[config.mk]
export PLATFORM = sky130hd
export DESIGN_NAME = flpv3l_mbus_power_seq
export DESIGN_NICKNAME = d
export VERILOG_FILES = /design/src/rtl/flpv3l_mbus_power_seq.sv
export SDC_FILE = /design/constraint.sdc
export NUM_CORES = 1
export LEC_CHECK = 0
export CORE_MARGIN = 10
export CORE_UTILIZATION = 50
export CTS_BUF_LIST = sky130_fd_sc_hd__clkbuf_8
export CTS_CLUSTER_DIAMETER = 200
export DETAILED_ROUTE_END_ITERATION = 6
export GPL_TIMING_DRIVEN = 0
export HOLD_SLACK_MARGIN = 0.15
export MAX_ROUTING_LAYER = met4
export PLACE_DENSITY = 0.77
export SETUP_SLACK_MARGIN = 0.15
export SLEW_MARGIN = 15
export SYNTH_ARGS = -nofsm -noshare
export SYNTH_HDL_FRONTEND = slang
export SYNTH_SLANG_ARGS = --single-unit
[constraint.sdc]
create_clock -name CLK -period 1.4 [get_ports CLK]
set_input_delay 0.14 -clock CLK [delete_from_list [all_inputs] [get_ports CLK]]
set_output_delay 0.14 -clock CLK [all_outputs]
set_load 0.05 [all_outputs]
[src/rtl/flpv3l_mbus_power_seq.sv]
`default_nettype none
// +--------------------------------------------------------------------------+
// | flpv3l_mbus_power_seq : layer power-domain wake/sleep sequencer           |
// | Revision : 1.0                                                           |
// +--------------------------------------------------------------------------+
module flpv3l_mbus_power_seq #(
  parameter int DLY_WIDTH = 4,
  parameter int T_SLEEP   = 4,
  parameter int T_CLK     = 2,
  parameter int T_RST     = 3,
  parameter int T_ISO     = 2
) (
  input  logic CLK,
  input  logic RESET,
  input  logic MBC_ISOLATE,
  input  logic WAKEUP_REQ,
  input  logic SLEEP_REQ,
  input  logic TX_IDLE,
  output logic LRC_SLEEP_uniso,
  output logic LRC_CLKENB_uniso,
  output logic LRC_RESET_uniso,
  output logic LRC_ISOLATE_uniso,
  output logic SEQ_BUSY,
  output logic WAKE_DONE,
  output logic SLEEP_DONE
);

  localparam logic [2:0] c_ST_SLEEP  = 3'd0;
  localparam logic [2:0] c_ST_W_PWR  = 3'd1;
  localparam logic [2:0] c_ST_W_CLK  = 3'd2;
  localparam logic [2:0] c_ST_W_RST  = 3'd3;
  localparam logic [2:0] c_ST_ACTIVE = 3'd4;
  localparam logic [2:0] c_ST_S_ISO  = 3'd5;
  localparam logic [2:0] c_ST_S_RST  = 3'd6;
  localparam logic [2:0] c_ST_S_CLK  = 3'd7;

  // Dwell values of 0 behave as 1, so the terminal count saturates at 0.
  function automatic logic [DLY_WIDTH-1:0] f_lim(input int t);
    return (t <= 1) ? '0 : DLY_WIDTH'(t - 1);
  endfunction

  localparam logic [DLY_WIDTH-1:0] c_LIM_SLEEP = f_lim(T_SLEEP);
  localparam logic [DLY_WIDTH-1:0] c_LIM_CLK   = f_lim(T_CLK);
  localparam logic [DLY_WIDTH-1:0] c_LIM_RST   = f_lim(T_RST);
  localparam logic [DLY_WIDTH-1:0] c_LIM_ISO   = f_lim(T_ISO);
  localparam logic [DLY_WIDTH-1:0] c_CNT_ONE   = DLY_WIDTH'(1);

  logic [2:0]           r_state;
  logic [DLY_WIDTH-1:0] r_cnt;
  logic                 r_pend;
  logic                 r_wake_ent;
  logic                 r_sleep_ent;

  logic [2:0]           w_next;
  logic                 w_pend_next;
  logic [DLY_WIDTH-1:0] w_lim;
  logic                 w_cnt_done;
  logic                 w_trans;
  logic [3:0]           w_pat;

  always_comb begin
    w_lim = '0;
    case (r_state)
      c_ST_W_PWR:             w_lim = c_LIM_SLEEP;
      c_ST_W_CLK, c_ST_S_CLK: w_lim = c_LIM_CLK;
      c_ST_W_RST, c_ST_S_RST: w_lim = c_LIM_RST;
      c_ST_S_ISO:             w_lim = c_LIM_ISO;
      default:                w_lim = '0;
    endcase
  end

  assign w_cnt_done = (r_cnt == w_lim);
  assign w_trans    = (r_state != c_ST_SLEEP) && (r_state != c_ST_ACTIVE);

  always_comb begin
    w_next      = r_state;
    w_pend_next = r_pend;
    case (r_state)
      c_ST_SLEEP: begin
        if (WAKEUP_REQ || r_pend) begin
          w_next      = c_ST_W_PWR;
          w_pend_next = 1'b0;
        end
      end
      c_ST_W_PWR:  if (w_cnt_done) w_next = c_ST_W_CLK;
      c_ST_W_CLK:  if (w_cnt_done) w_next = c_ST_W_RST;
      c_ST_W_RST:  if (w_cnt_done) w_next = c_ST_ACTIVE;
      c_ST_ACTIVE: if (SLEEP_REQ && TX_IDLE && !WAKEUP_REQ) w_next = c_ST_S_ISO;
      c_ST_S_ISO, c_ST_S_RST, c_ST_S_CLK: begin
        // A wake seen while going down is remembered and replayed from SLEEP.
        if (WAKEUP_REQ) w_pend_next = 1'b1;
        if (w_cnt_done) begin
          case (r_state)
            c_ST_S_ISO: w_next = c_ST_S_RST;
            c_ST_S_RST: w_next = c_ST_S_CLK;
            default:    w_next = c_ST_SLEEP;
          endcase
        end
      end
      default: w_next = c_ST_SLEEP;
    endcase
    if (MBC_ISOLATE) begin
      w_next      = c_ST_SLEEP;
      w_pend_next = 1'b0;
    end
  end

  always_ff @(posedge CLK or posedge RESET) begin
    if (RESET) begin
      r_state     <= c_ST_SLEEP;
      r_cnt       <= '0;
      r_pend      <= 1'b0;
      r_wake_ent  <= 1'b0;
      r_sleep_ent <= 1'b0;
    end else begin
      r_state     <= w_next;
      r_pend      <= w_pend_next;
      r_wake_ent  <= (r_state == c_ST_W_RST) && (w_next == c_ST_ACTIVE);
      r_sleep_ent <= (r_state == c_ST_S_CLK) && (w_next == c_ST_SLEEP) && !MBC_ISOLATE;
      if (MBC_ISOLATE || (w_next != r_state)) begin
        r_cnt <= '0;
      end else if (w_trans) begin
        r_cnt <= r_cnt + c_CNT_ONE;
      end
    end
  end

  // Output pattern is {SLEEP, CLKENB, RESET, ISOLATE}.
  always_comb begin
    w_pat = 4'b1111;
    case (r_state)
      c_ST_SLEEP:             w_pat = 4'b1111;
      c_ST_W_PWR, c_ST_S_CLK: w_pat = 4'b0111;
      c_ST_W_CLK, c_ST_S_RST: w_pat = 4'b0011;
      c_ST_W_RST, c_ST_S_ISO: w_pat = 4'b0001;
      c_ST_ACTIVE:            w_pat = 4'b0000;
      default:                w_pat = 4'b1111;
    endcase
  end

  always_ff @(posedge CLK or posedge RESET) begin
    if (RESET) begin
      LRC_SLEEP_uniso   <= 1'b1;
      LRC_CLKENB_uniso  <= 1'b1;
      LRC_RESET_uniso   <= 1'b1;
      LRC_ISOLATE_uniso <= 1'b1;
      SEQ_BUSY          <= 1'b0;
      WAKE_DONE         <= 1'b0;
      SLEEP_DONE        <= 1'b0;
    end else begin
      LRC_SLEEP_uniso   <= w_pat[3];
      LRC_CLKENB_uniso  <= w_pat[2];
      LRC_RESET_uniso   <= w_pat[1];
      LRC_ISOLATE_uniso <= w_pat[0];
      SEQ_BUSY          <= w_trans;
      WAKE_DONE         <= r_wake_ent;
      SLEEP_DONE        <= r_sleep_ent;
    end
  end

endmodule
`default_nettype wire

==> results.txt <==
The flow ran to the end, but the final reports show violations. The checks that failed: negative setup slack. The netlist area before placement is 920 um2. The launching point of the worst reg2reg path is r_cnt[2]. Headroom to the max-slew limit came out at 0.581. The endpoint identified for the worst register-to-register timing path is r_state[1].

Of the cells placed in the final design, the portion with a size suffix greater than 1 is 0.483. For this run, the share of the core covered by cells in the final layout is 0.791. The die footprint is 3950 um2. The total inserted antenna cells came out at 0. The growth of design area from synthesis to finish is 48.6%. The number of cell rows came out at 15. Counting cells, the worst reg-to-reg path comes to 6. The final number of hold-violating endpoints came to 0. STA classifies the critical path endpoint as a register.

Setup repair after global routing could not meet its margin everywhere. The worst hold path belongs to the class input port to async pin. The aggregate negative setup slack is -0.214 ns. For this block, the initial DRC count from the detailed router was 60. In this run the static leakage power is 0.564 nW. The prevailing post-synth register cell is sky130_fd_sc_hd__dfrtp_1. At the placement stage, the worst setup path has a slack of -0.0572 ns. The overall die width is 62.9 um.

Across every metal layer, demand over resource in global routing totals 0.135. Between clock sinks in the finished design, the worst skew comes to 0.00244 ns. The number of max-slew violations in the final report is 0. The initial antenna violation count is 0. The number of endpoints failing setup at the final stage came out at 4. The clock period minus worst slack came out at 1.46 ns. The cell sitting at the root of the clock tree is a sky130_fd_sc_hd__clkbuf_8. Static timing analysis puts the maximum clock frequency at 0.683 GHz. The final critical-path share of the clock period came out at 1.05. The number of global-route vias before repair was 854. Power spread over the standard cell area amounts to 758 nW/um2. Yosys printed 0 warnings. The length of the first detailed-routing pass in iterations is 4.

CTS saw 17 sinks. In this run the number of H-tree levels came out at 1. The worst setup path is launched from a register. The floorplan step defined a core boundary enclosing 1730 um2. After global routing the overflow that remains totals 0. The routed wire length per instance came out at 20.1 um. The via count came out at 870.

For this configuration, the core starts out at a cell density of 0.533. The number of enable-type register cells in the synthesized netlist came out at 0. The setup slack after layout came out at -0.0633 ns. The destination of the critical timing path is r_state[1]. The number of distinct library cells after synthesis is 42.

The worst endpoint data arrival time is 1.57 ns. The largest net degree at the start of global routing is 18. The critical path is of the register to register type.

Detailed placement finished with a half-perimeter wire length of 1370 um. The slew at the pin closest to its max-slew limit is 0.628 ns. The highest fanout seen on the critical path is 7.

The net count of the finished layout is 128. For flop-to-flop paths, the worst setup slack is -0.06 ns. The portion of the post-synthesis area used by sequential elements is 0.468.

The number of routed nets with antenna violations came out at 0. The die is 62.9 um tall. The average footprint of a synthesized cell is 10.5 um2. The count of maximum capacitance violations is 0. The count of buffers inserted at the top-level ports came out at 12. The number of register bits inferred by synthesis is 17. The worst IR drop on VDD is 0.000888 V. The number of clock buffers added by TritonCTS is 3. After synthesis, the share of flip-flops with an asynchronous set or reset is 1.00.

The start point of the critical path is r_cnt[2]. The number of nets in the synthesized netlist is 95. The longest clock path from root to sink contains 2 buffers. For this design, the CTS-stage hold fixing added 0 buffers. Clock latency on the worst-skew pair, taken at its later pin, is 0.25 ns. The TritonCTS clock tree is done. The synthesized instance count came out at 88. The final weighted congestion of routability-driven global placement came out at 0.845. The critical path required time is 1.51 ns.

The remaining routing DRC violations is 0. The wire length of the first global-routing pass is 4200 um. The total wire length came out at 2920 um. The boundary pin count came out at 13. Clock-pin slew was measured on the worst setup and hold paths at 0.06 ns. The detailed-route vias per instance is 6.00.
## power breakdown
part	total, mW	leakage [nW]	switching, mW	internal [mW]
logic	0.173	0.323	0.0950	0.0779
clock network	0.357	0.0255	0.160	0.197
registers	0.506	0.215	0.00469	0.501
total	1.04	0.564	0.259	0.777
## state kept, by name (all words and copies together) (netlist names)
name               cells
LRC_CLKENB_uniso       1
LRC_ISOLATE_uniso      1
LRC_RESET_uniso        1
LRC_SLEEP_uniso        1
SEQ_BUSY               1
SLEEP_DONE             1
WAKE_DONE              1
r_cnt                  4
r_pend                 1
r_sleep_ent            1
r_state                3
r_wake_ent             1
## cell type report
cell class,instances,area [um2]
Multi-Input combinational cell,60,536
Sequential cell,17,434
Fill cell,113,360
Timing Repair Buffer,28,230
Buffer,7,73.8
Clock buffer,3,41.3
Tap cell,25,31.3
Inverter,4,15.0
Clock inverter,1,5.00
## worst max-delay path, cell delays in order, from the launching register on
cell	delay (ns)
sky130_fd_sc_hd__dfrtp_1	0.38
sky130_fd_sc_hd__clkbuf_8	0.17
sky130_fd_sc_hd__nor3b_4	0.23
sky130_fd_sc_hd__a21bo_1	0.26
sky130_fd_sc_hd__buf_4	0.15
sky130_fd_sc_hd__nand2_1	0.07
sky130_fd_sc_hd__a21oi_1	0.06
## routing by layer
layer  GRT usage  vias up  part of all wire
met5           -        -                 0
met4      0.0615        0             0.039
met3      0.0448       15             0.046
met2       0.222       44              0.51
met1       0.144      425              0.40
li1            -      386                 -
## cell usage after synthesis, types with 2 or more instances
library cell                count  area (um2)
sky130_fd_sc_hd__o21ai_1        3        15.0
sky130_fd_sc_hd__buf_6          2        22.5
sky130_fd_sc_hd__o21ai_0        2        10.0
sky130_fd_sc_hd__nor3b_1        2        15.0
sky130_fd_sc_hd__a21oi_1        3        15.0
sky130_fd_sc_hd__dfstp_2        4         105
sky130_fd_sc_hd__nand2_1        3        11.3
sky130_fd_sc_hd__nor2_1         5        18.8
sky130_fd_sc_hd__nand2b_1       2        12.5
sky130_fd_sc_hd__clkbuf_1       2        7.51
sky130_fd_sc_hd__nand4bb_1      2        22.5
sky130_fd_sc_hd__a31oi_1        2        12.5
sky130_fd_sc_hd__o2bb2ai_1      3        26.3
sky130_fd_sc_hd__nor3_1         3        15.0
sky130_fd_sc_hd__inv_1          3        11.3
sky130_fd_sc_hd__nor4_1         2        12.5
sky130_fd_sc_hd__xnor2_1        3        26.3
sky130_fd_sc_hd__nor4b_1        2        17.5
sky130_fd_sc_hd__nand3_1        2        10.0
sky130_fd_sc_hd__a21o_1         2        15.0
sky130_fd_sc_hd__dfrtp_1       13         325
sky130_fd_sc_hd__buf_2          2        10.0
sky130_fd_sc_hd__mux2i_1        2        20.0
## layout by cell type (no fill, tap or decap), types with 3 or more instances in the layout
cell type                         Yosys  layout
sky130_fd_sc_hd__buf_4                1      13
sky130_fd_sc_hd__dfrtp_1             13      10
sky130_fd_sc_hd__buf_6                2       7
sky130_fd_sc_hd__nor2_1               5       5
sky130_fd_sc_hd__clkdlybuf4s50_1      0       5
sky130_fd_sc_hd__dfstp_2              4       4
sky130_fd_sc_hd__clkbuf_8             0       4
sky130_fd_sc_hd__buf_2                2       4
sky130_fd_sc_hd__nand2_1              3       3
sky130_fd_sc_hd__inv_1                3       3
sky130_fd_sc_hd__o21ai_2              0       3
sky130_fd_sc_hd__a21oi_1              3       3
sky130_fd_sc_hd__nor4b_2              1       3
sky130_fd_sc_hd__o2bb2ai_2            0       3
sky130_fd_sc_hd__dfrtp_2              0       3
## how the worst min path moves through the flow
stage                       to  slack, ns  cells after the start
detailed placement  SLEEP_DONE       0.34                      0
global placement    SLEEP_DONE       0.33                      0
global route        SLEEP_DONE       0.33                      2
finish               WAKE_DONE       0.27                      2
CTS                   SEQ_BUSY       0.28                      2
floorplan             SEQ_BUSY       0.06                      1
## through the flow
step	total power, mW	instances	hold slack (ns)	area, um2
after floorplan	0.595	88	0.0632	920
after global placement	0.632	125	0.333	1070
after detailed placement	0.635	125	0.342	1070
after CTS	1.02	143	0.285	1290
after global routing	1.09	145	0.326	1370
final	1.04	145	0.267	1370
## repair_timing
action	in CTS	in global routing
pin swaps	10	6
setup endpoints to repair	15	13
gates resized for setup	40	18
setup buffers	14	2
## cells by family after synthesis
kind of cell               count (synthesis)  synth area share
adders and majority gates                  1            0.0136
AOI/OAI and AO/OA                         20             0.151
xor gates and xnor gates                   4            0.0381
muxes                                      2            0.0218
DFF                                       17             0.468
buffers and inverters                     11            0.0680
and+or+nand+nor                           33             0.239
(Power assumes the default switching activity.)
==> edit, RTL diff (config.mk and constraints unchanged) <==
The output `SLEEP_DONE` loses its register stage (`SLEEP_DONE` becomes a continuous assignment).
--- a/src/rtl/flpv3l_mbus_power_seq.sv
+++ b/src/rtl/flpv3l_mbus_power_seq.sv
@@ -147,5 +147,4 @@
       SEQ_BUSY          <= 1'b0;
       WAKE_DONE         <= 1'b0;
-      SLEEP_DONE        <= 1'b0;
     end else begin
       LRC_SLEEP_uniso   <= w_pat[3];
@@ -155,7 +154,8 @@
       SEQ_BUSY          <= w_trans;
       WAKE_DONE         <= r_wake_ent;
-      SLEEP_DONE        <= r_sleep_ent;
     end
   end
+
+  assign SLEEP_DONE = r_sleep_ent;
 
 endmodule
Function: same outputs for any inputs over 10 cycles, from zero or initial values and one cycle with RESET high; that may be too few to reach the edited logic, so the function may still have changed.
==> edit against the unedited design <==
  * The run still ends with negative setup slack left
  * Routed wire length fell by 2.8%
  * Design area rose by 1.1%
  * Final cell count did not move
  * Die area fell by 1.9%
  * Synthesized area fell by 2.7%
  * Setup slack improved by 0.031 ns
  * Sequential cell count fell by 1
  * Fmax rose by 2.2%
  * Power rose by 2.3%
  * Hold slack got worse by 0.0029 ns
  * Critical path type unchanged
  * Critical endpoint is now r_cnt[2]
==> edit: results <==
export IMPL_synth_compound_area_frac=0.155
export IMPL_slowest_stage="dfrtp_1"
export IMPL_place_ws_ns=-0.0770
export IMPL_synth_xor_area_share=0.0392
export IMPL_drive_gt1_frac=0.508
export IMPL_grt_busiest_layer="met2"
export IMPL_clock_path_buffers=2
export IMPL_met3_usage=0.0341
export IMPL_leakage_nw=0.559
export IMPL_grt_use_total=0.130
export IMPL_grt_pass1_wl_um=4080
export IMPL_grt_max_degree=17
export IMPL_dieArea_um2=3880
export IMPL_ys_seq_area_frac=0.453
export IMPL_num_vias=872
export IMPL_htreeDepth=1
export IMPL_tns_ns=-0.0852
export IMPL_top_regs="r_cnt x4, r_state x3"
export IMPL_r2r_end="r_cnt[2]"
export IMPL_dp_hpwl_um=1380
export IMPL_synth_common_cells="dfrtp_1, nor2_1, dfstp_2"
export IMPL_post_synth_mux_area_share=0.0224
export IMPL_cp_endpoint="r_cnt[2]"
export IMPL_pg_comb_w=0.000175
export IMPL_ir_drop_mv=0.539
export IMPL_synth_fp_nets=94
export IMPL_crit_family="compound AO/OA/AOI/OAI gates"
export IMPL_cp_max_fo=6
export IMPL_synthAdderAreaFrac=0.0140
export IMPL_place_congestion=0.836
export IMPL_wirelength_um=2840
export IMPL_setup_viol=5
export IMPL_placed_area_um2=1050
export IMPL_slew_headroom=0.603
export IMPL_status="complete, but fails checks"
export IMPL_met3_length_um=212
export IMPL_skew_ns=0.00530
export IMPL_p_clk_frac=0.384
export IMPL_use_met2=0.232
export IMPL_cp_arrival_ns=1.56
export IMPL_synthTopCellsByArea="dfrtp_1, dfstp_2, o2bb2ai_1"
export IMPL_grt_pass1_vias=789
export IMPL_dr_first_iter_drc_count=35
export IMPL_reg2reg_from="r_cnt[2]"
export IMPL_failed_checks="negative setup slack"
export IMPL_grt_met1_usage=0.144
export IMPL_timing_hold_ws_ns=0.264
export IMPL_synthFlopType="dfrtp_1"
export IMPL_final_setup_worst_slack_ns=-0.0319
export IMPL_rr_worst_depth=5
export IMPL_power_switching_w=0.000260
export IMPL_wl_met1_um=1130
export IMPL_wl_met2_um=1480
-- edit: cell count changes in the layout (fill, tap and decap cells not counted), moves of 3 or more --
cell,delta
o21ai_2,-3
buf_8,+3
buf_4,+4
buf_6,-4
-- edit: final cells by class --
class / count / area (µm²)
sequential: 16 / 410
clock buffer: 4 / 55.1
multi-input combinational: 60 / 566
inverter: 4 / 15.0
buffer: 7 / 82.6
tap: 25 / 31.3
fill: 96 / 327
timing repair buffer: 29 / 221
-- edit: repair_timing --
action	CTS	global route
buffers inserted	12	5
setup endpoints to repair	15	9
pin swaps	11	5
resized for setup	46	17
-- edit: through the flow --
step / std cells / util / power (W)
floorplan: 87 / - / 0.000565
global placement: 124 / 0.612 / 0.000602
detailed placement: 124 / 0.612 / 0.000605
CTS: 140 / 0.746 / 0.00103
global route: 145 / 0.809 / 0.00109
finish: 145 / 0.809 / 0.00106
